==> config.mk <==
export PLATFORM = sky130hd
export DESIGN_NAME = fetch_unit
export DESIGN_NICKNAME = d
export VERILOG_FILES = /design/src/rtl/nic8_pkg.sv /design/src/rtl/pc_reg.sv /design/src/rtl/fetch_unit.sv
export SDC_FILE = /design/constraint.sdc
export NUM_CORES = 1
export LEC_CHECK = 0
export ABC_AREA = 1
export CAP_MARGIN = 20
export CORE_MARGIN = 3
export CORE_UTILIZATION = 44
export DETAILED_ROUTE_END_ITERATION = 16
export PLACE_DENSITY = 0.88
export SLEW_MARGIN = 0
export SYNTH_ARGS = -nofsm -noshare
export SYNTH_HDL_FRONTEND = slang
export SYNTH_HIERARCHICAL = 1
export SYNTH_SLANG_ARGS = --single-unit
export TNS_END_PERCENT = 1
==> constraint.sdc <==
create_clock -name clk -period 2.78 [get_ports clk]
set_clock_uncertainty 0.1 [all_clocks]
set_input_delay 0.278 -clock clk [delete_from_list [all_inputs] [get_ports clk]]
set_output_delay 0.278 -clock clk [all_outputs]
set_load 0.05 [all_outputs]
==> src/rtl/nic8_pkg.sv <==
// rtl/nic8_pkg.sv - shared types and constants for the nic8 fetch path
package nic8_pkg;

    typedef logic [7:0] byte_t;

    typedef enum logic [1:0] {
        FETCH = 2'd0,
        IMM   = 2'd1,
        HALT  = 2'd2
    } fetch_state_t;

    localparam int    IMM_BIT             = 7;
    localparam byte_t HALT_OPCODE_DEFAULT = 8'hFF;

endpackage

==> src/rtl/pc_reg.sv <==
// rtl/pc_reg.sv - 8-bit program counter with async reset, jump load and wrapping increment
module pc_reg
    import nic8_pkg::*;
#(
    parameter logic [7:0] RESET_PC = 8'h00
) (
    input  logic       clk,
    input  logic       rst,
    input  logic       i_load,
    input  logic [7:0] i_load_val,
    input  logic       i_inc,
    output logic [7:0] o_pc
);

    byte_t r_pc;

    // Load beats increment; the 8-bit add wraps FF -> 00 naturally.
    always_ff @(posedge clk or posedge rst) begin
        if (rst) begin
            r_pc <= RESET_PC;
        end else if (i_load) begin
            r_pc <= i_load_val;
        end else if (i_inc) begin
            r_pc <= r_pc + 8'd1;
        end
    end

    assign o_pc = r_pc;

endmodule

==> src/rtl/fetch_unit.sv <==
// rtl/fetch_unit.sv - program ROM fetch sequencer: pc, ir, immediate read and halt detection
// Optional macro STALL_EN adds a stall input that freezes pc, ir and state.
module fetch_unit
    import nic8_pkg::*;
#(
    parameter logic [7:0] RESET_PC    = 8'h00,
    parameter logic [7:0] HALT_OPCODE = HALT_OPCODE_DEFAULT
) (
    input  logic       clk,
    input  logic       reset,
    output logic [7:0] romAddr,
    output logic       romOeBar,
    input  logic [7:0] ibus,
    input  logic       jumpEn,
    input  logic [7:0] jumpTarget,
    output logic [7:0] pc,
    output logic [7:0] ir,
    output logic       immValid,
    output logic       halted
`ifdef STALL_EN
    ,
    input  logic       stall
`endif
);

    fetch_state_t r_state;
    fetch_state_t w_state_next;
    byte_t        r_ir;
    byte_t        w_ir_next;
    byte_t        w_pc;
    logic         w_pc_load;
    logic         w_pc_inc;
    logic         w_hold;

`ifdef STALL_EN
    assign w_hold = stall;
`else
    assign w_hold = 1'b0;
`endif

    pc_reg #(
        .RESET_PC(RESET_PC)
    ) u_pc_reg (
        .clk       (clk),
        .rst       (reset),
        .i_load    (w_pc_load),
        .i_load_val(jumpTarget),
        .i_inc     (w_pc_inc),
        .o_pc      (w_pc)
    );

    // Halt detection outranks a jump; a jump outranks the IMM transition.
    always_comb begin
        w_state_next = r_state;
        w_ir_next    = r_ir;
        w_pc_load    = 1'b0;
        w_pc_inc     = 1'b0;
        if (!w_hold) begin
            case (r_state)
                FETCH: begin
                    w_ir_next = ibus;
                    if (ibus == HALT_OPCODE) begin
                        w_state_next = HALT;
                    end else if (jumpEn) begin
                        w_pc_load    = 1'b1;
                        w_state_next = FETCH;
                    end else begin
                        w_pc_inc     = 1'b1;
                        w_state_next = ibus[IMM_BIT] ? IMM : FETCH;
                    end
                end
                IMM: begin
                    w_pc_load    = jumpEn;
                    w_pc_inc     = !jumpEn;
                    w_state_next = FETCH;
                end
                HALT: begin
                    w_state_next = HALT;
                end
                default: begin
                    w_state_next = FETCH;
                end
            endcase
        end
    end

    always_ff @(posedge clk or posedge reset) begin
        if (reset) begin
            r_state <= FETCH;
            r_ir    <= 8'h00;
        end else begin
            r_state <= w_state_next;
            r_ir    <= w_ir_next;
        end
    end

    // Decoded straight from the state register so reset releases the bus at once.
    assign romOeBar = (r_state != IMM);
    assign immValid = (r_state == IMM);
    assign halted   = (r_state == HALT);
    assign romAddr  = w_pc;
    assign pc       = w_pc;
    assign ir       = r_ir;

endmodule

Word level (Yosys, flattened, before mapping)
Index checks and enable logic that the tools add are counted.
{ "op_classes": {"n_addsub": 1, "mul": 0, "n_div": 0, "n_lt_le_gt_ge": 0, "n_eq_ne": 4, "shift": 0, "n_mux": 12, "n_bitwise": 0, "reduce_logical": 3} }
{ "op_table": {"columns": ["op", "count"], "rows": [
  ["8-bit two-way mux", 2],
  ["8-bit by 1-bit adder with 8-bit output, second input constant", 1],
  ["8-bit equality test, second input constant", 1],
  ["1-bit two-way mux", 6],
  ["1-bit one-hot mux with 2 select lines", 2],
  ["2-bit one-hot mux with 2 select lines", 1],
  ["2-bit by 1-bit equality test with 1-bit output, second input constant", 1],
  ["2-bit equality test, second input constant", 1],
  ["2-bit zero test", 1],
  ["2-bit two-way mux", 1],
  ["2-bit by 1-bit inequality test with 1-bit output, second input constant", 1],
  ["2-bit nonzero test", 1],
  ["1-bit zero test", 1]
]} }
{ "totals": {"register_bits": 18, "latchBits": 0, "ram_bits": 0, "rom_bits": 0, "in_bits": 19, "wordCells": 23, "n_memories": 0} }

Depth between registers and ports, before layout
{ "depth": {"word_depth": 5, "mapped_depth": 11, "ltp_nobuf": 10} }

Hierarchy
The synthesis kept the hierarchy.
{ "by_module_without_submodules": {"columns": ["module", "instances", "cells_per_inst", "area_each_um2"], "rows": [
  ["fetch_unit", 1, 68, 543.0],
  ["pc_reg", 1, 64, 490.5]
]} }

Least setup slack after synthesis
No wires, ideal clock.
{ "synth_path": {"path_kind": "register to output", "startpoint": "register r_state[1]", "endpoint": "output port romOeBar", "arrival_ps": 1713, "path_slack_ps": 689, "stages_incl_launch_ff": 4, "n_path_buf": 1, "path_cell_list": "dfrtp_1 -> buf_6 -> nor2_1 -> inv_1"} }
{ "synth_via": {"elab_chain_cells": 1} }
{ "synth_lines": {"columns": ["item", "line", "rtl"], "rows": [
  ["from (decl)", "fetch_unit.sv:26", "fetch_state_t r_state;"],
  ["from (signal assigned)", "fetch_unit.sv:92", "r_state <= w_state_next;"],
  ["2-bit by 1-bit inequality test with 1-bit output", "fetch_unit.sv:98", "assign romOeBar = (r_state != IMM);"],
  ["to (decl)", "fetch_unit.sv:12", "output logic romOeBar,"]
]} }
Every way passes these cells.

Worst setup path after layout
{ "layout_path": {"startpoint": "register r_state[0]", "endpoint": "output port immValid"} }
{ "layout_via": {"elab_chain_cells": 1} }
{ "layout_lines": {"columns": ["item", "line", "rtl"], "rows": [
  ["2-bit by 1-bit equality test with 1-bit output", "fetch_unit.sv:99", "assign immValid = (r_state == IMM);"],
  ["to (decl)", "fetch_unit.sv:18", "output logic immValid,"]
]} }
Every way passes these cells.

==> metrics.txt <==
# TYPE chip_impl_metric gauge
chip_impl_metric{name="final-setup-viol-count",unit=""} 0
chip_impl_metric{name="final_antenna_net_count",unit=""} 0
chip_impl_metric{name="timing.slew.headroom",unit="%"} 65.5
chip_impl_metric{name="peak_ir_drop_on_the_vdd_network",unit="V"} 0.000347
chip_impl_metric{name="period_share",unit="%"} 83.6
chip_impl_metric{name="setup.reg_to_reg.worst_slack",unit="ps"} 1050
chip_impl_metric{name="fin_crit",unit="ps"} 2320
chip_impl_metric{name="p_leak",unit="uW"} 0.000615
chip_impl_metric{name="drc",unit=""} 0
chip_impl_metric{name="vias_in_the_first_global_route",unit=""} 959
chip_impl_metric{name="core_area",unit="mm2"} 0.00208
chip_impl_metric{name="globalRoute.totalOverflow",unit=""} 0
chip_impl_metric{name="post_synth_inst_count",unit=""} 132
chip_impl_metric{name="avgViaCountPerCell",unit=""} 5.01
chip_impl_metric{name="r2r_cells",unit=""} 9
chip_impl_info{name="ctsRootBufferMaster",value="sky130_fd_sc_hd__clkbuf_4"} 1
chip_impl_metric{name="grt_start_max_net_pins",unit=""} 14
chip_impl_metric{name="clock_latency",unit="ps"} 280
chip_impl_metric{name="hold-worst-slack",unit="ps"} 172
chip_impl_metric{name="final_cell_area",unit="mm2"} 0.00147
chip_impl_info{name="r2r_start",value="r_state[0]"} 1
chip_impl_metric{name="die_height",unit="um"} 54.5
chip_impl_info{name="path_class",value="reg2out"} 1
chip_impl_metric{name="cts_num_sinks",unit=""} 18
chip_impl_metric{name="p_per_area",unit="mW/mm2"} 383
chip_impl_info{name="rsz0062_at_grt",value="no"} 1
chip_impl_metric{name="worst-endpoint-arrival",unit="ps"} 1940
chip_impl_metric{name="nets",unit=""} 191
chip_impl_info{name="critPathLaunchType",value="flop"} 1
chip_impl_info{name="endpoint_kind",value="primary output"} 1
chip_impl_info{name="setup.worst_path.start",value="r_state[0]"} 1
chip_impl_metric{name="yosysSeqAreaShare",unit="%"} 43.6
chip_impl_metric{name="cts_resized",unit=""} 0
chip_impl_metric{name="cap_violations",unit=""} 0
chip_impl_metric{name="starting_density_of_the_core",unit="%"} 49.6
chip_impl_metric{name="num-fill-cells",unit=""} 168
chip_impl_info{name="worst_setup_ep",value="immValid"} 1
chip_impl_metric{name="n_antenna_cell",unit=""} 0
chip_impl_metric{name="synth.avg_cell_area",unit="um2"} 7.83
chip_impl_metric{name="detail_route.wl_per_cell",unit="um"} 12.2
chip_impl_metric{name="global_route.usage.total",unit="%"} 19.0
chip_impl_metric{name="final_layout_size_suffix_gt1_share",unit="%"} 8.82
chip_impl_info{name="tritoncts_clock_tree",value="yes"} 1
chip_impl_metric{name="mappedNetlistArea",unit="mm2"} 0.00103
chip_impl_metric{name="path_clk_slew",unit="ps"} 100
chip_impl_metric{name="crit_path_max_fanout",unit=""} 12
chip_impl_metric{name="postSynthNetCount",unit=""} 152
chip_impl_metric{name="h-tree-depth",unit=""} 1
chip_impl_info{name="most_common_cell_after_layout_fill_and_taps_aside",value="sky130_fd_sc_hd__clkdlybuf4s50_1"} 1
chip_impl_metric{name="max_freq",unit="MHz"} 431
chip_impl_metric{name="num_vias",unit=""} 987
chip_impl_metric{name="postCtsSetupBuffers",unit=""} 0
chip_impl_metric{name="die_width",unit="um"} 54.5
chip_impl_metric{name="die_area",unit="mm2"} 0.00297
chip_impl_metric{name="antenna_violations_before_repair",unit=""} 0
chip_impl_info{name="mostFrequentLayoutCells",value="sky130_fd_sc_hd__clkdlybuf4s50_1, sky130_fd_sc_hd__nand2_1, sky130_fd_sc_hd__dfrtp_1, sky130_fd_sc_hd__inv_1, sky130_fd_sc_hd__nand3_1"} 1
chip_impl_info{name="outcome",value="finished clean"} 1
chip_impl_metric{name="setup-tns-final",unit="ps"} 0
chip_impl_metric{name="tightest_slew",unit="ps"} 516
chip_impl_metric{name="synthToLayoutAreaGrowth",unit="%"} 42.3
chip_impl_metric{name="wirelength",unit="mm"} 2.40
chip_impl_metric{name="clock_tree.buffer_depth",unit=""} 2
chip_impl_metric{name="hold_viol",unit=""} 0
chip_impl_metric{name="num_rows",unit=""} 16
chip_impl_metric{name="synth_cell_type_count",unit=""} 21
chip_impl_metric{name="port_buffer_count",unit=""} 45
chip_impl_metric{name="floorplan.io_pins",unit=""} 46
chip_impl_metric{name="drt_pass1_iterations",unit=""} 4
chip_impl_info{name="critical_path.reg2reg.endpoint",value="u_pc_reg/o_pc[5]"} 1
chip_impl_metric{name="dp_hpwl",unit="mm"} 1.90
chip_impl_metric{name="synth.ff_latch_count",unit=""} 18
chip_impl_metric{name="cts_hold_buffers",unit=""} 0
chip_impl_metric{name="grt_pass1_wl",unit="mm"} 4.08
chip_impl_info{name="worst_hold_path_type",value="in2async"} 1
chip_impl_metric{name="number_of_slew_limit_violations_in_the_final_report",unit=""} 0
chip_impl_metric{name="dpl_cell_area",unit="mm2"} 0.00143
chip_impl_metric{name="worst-endpoint-required",unit="ps"} 2400
chip_impl_metric{name="layout.core_utilization",unit="%"} 70.6
chip_impl_metric{name="routabilityCongestion",unit=""} 0.759
chip_impl_metric{name="ys_warn_count",unit=""} 6
chip_impl_metric{name="detailedRoute.firstIterationViolations",unit=""} 31
chip_impl_metric{name="cts-buffers-inserted",unit=""} 3
==> cells in the mapped netlist, drive strengths merged <==
cell | number | area (um2)
a21oi | 3 | 18.8
a22oi | 6 | 45.0
buf | 10 | 78.8
clkbuf | 1 | 5.00
dfrtp | 18 | 450
ha | 1 | 12.5
inv | 15 | 56.3
nand2 | 40 | 153
nand3 | 12 | 65.1
nor2 | 12 | 70.1
o21ai | 11 | 55.1
o21bai | 2 | 15.0
xor2 | 1 | 8.76
==> state kept, by name, summed over array words and instances (netlist names) <==
name,count
ir,8
r_state,2
u_pc_reg/o_pc,8
==> worst min path at each step <==
| stage | to | slack, ps | depth (start not counted) |
|---|---|---|---|
| floorplan | u_pc_reg/o_pc[0] | -6 | 1 |
| global placement | ir[7] | 400 | 2 |
| detailed placement | ir[7] | 400 | 2 |
| CTS | u_pc_reg/o_pc[1] | 170 | 2 |
| global route | u_pc_reg/o_pc[4] | 200 | 2 |
| finish | u_pc_reg/o_pc[4] | 170 | 2 |
==> critical path: stages (launching register included) <==
cell,delay [ps]
sky130_fd_sc_hd__dfrtp_1,570
sky130_fd_sc_hd__inv_1,100
sky130_fd_sc_hd__nor2_1,150
sky130_fd_sc_hd__clkdlybuf4s50_1,840
==> cell families (layout without fill, tap and decap cells) <==
family          Yosys count  count (layout)  synth area share, %
xor+xnor                  1               1                0.848
fa+ha+maj                 1               1                 1.21
compound gates           22              22                 13.0
simple gates             64              64                 27.8
buf+inv                  26              64                 13.6
flops                    18              18                 43.6
==> through the flow <==
step / setup WS (ps) / instances / total power, uW
floorplan: 689 / 132 / 359
global placement: 843 / 193 / 407
detailed placement: 775 / 193 / 409
CTS: 443 / 197 / 568
global route: 313 / 197 / 590
finish: 457 / 197 / 563
==> layout make-up <==
cell class / instances / area, um2 / share of cell area, %
Inverter: 15 / 56.3 / 3.83
Clock buffer: 4 / 36.3 / 2.47
Sequential cell: 18 / 450 / 30.6
Multi-Input combinational cell: 88 / 443 / 30.1
Timing Repair Buffer: 45 / 450 / 30.6
Tap cell: 27 / 33.8 / 2.30
==> layer usage <==
metal / vias to the layer above / global-route usage [%] / wire length [um]
li1: 490 / - / -
met1: 432 / 22.6 / 1010
met2: 55 / 33.5 / 1120
met3: 10 / 4.36 / 228
met4: 0 / 6.22 / 39
met5: - / 0 / 0
==> power breakdown <==
group | internal (uW) | switching [uW] | leakage, uW
combinational | 51.6 | 73.2 | 0.000399
sequential | 268 | 10.8 | 0.000194
clock | 79.7 | 79.3 | 0.0000210
total | 399 | 163 | 0.000615
Power figures use the tool's default switching activity.
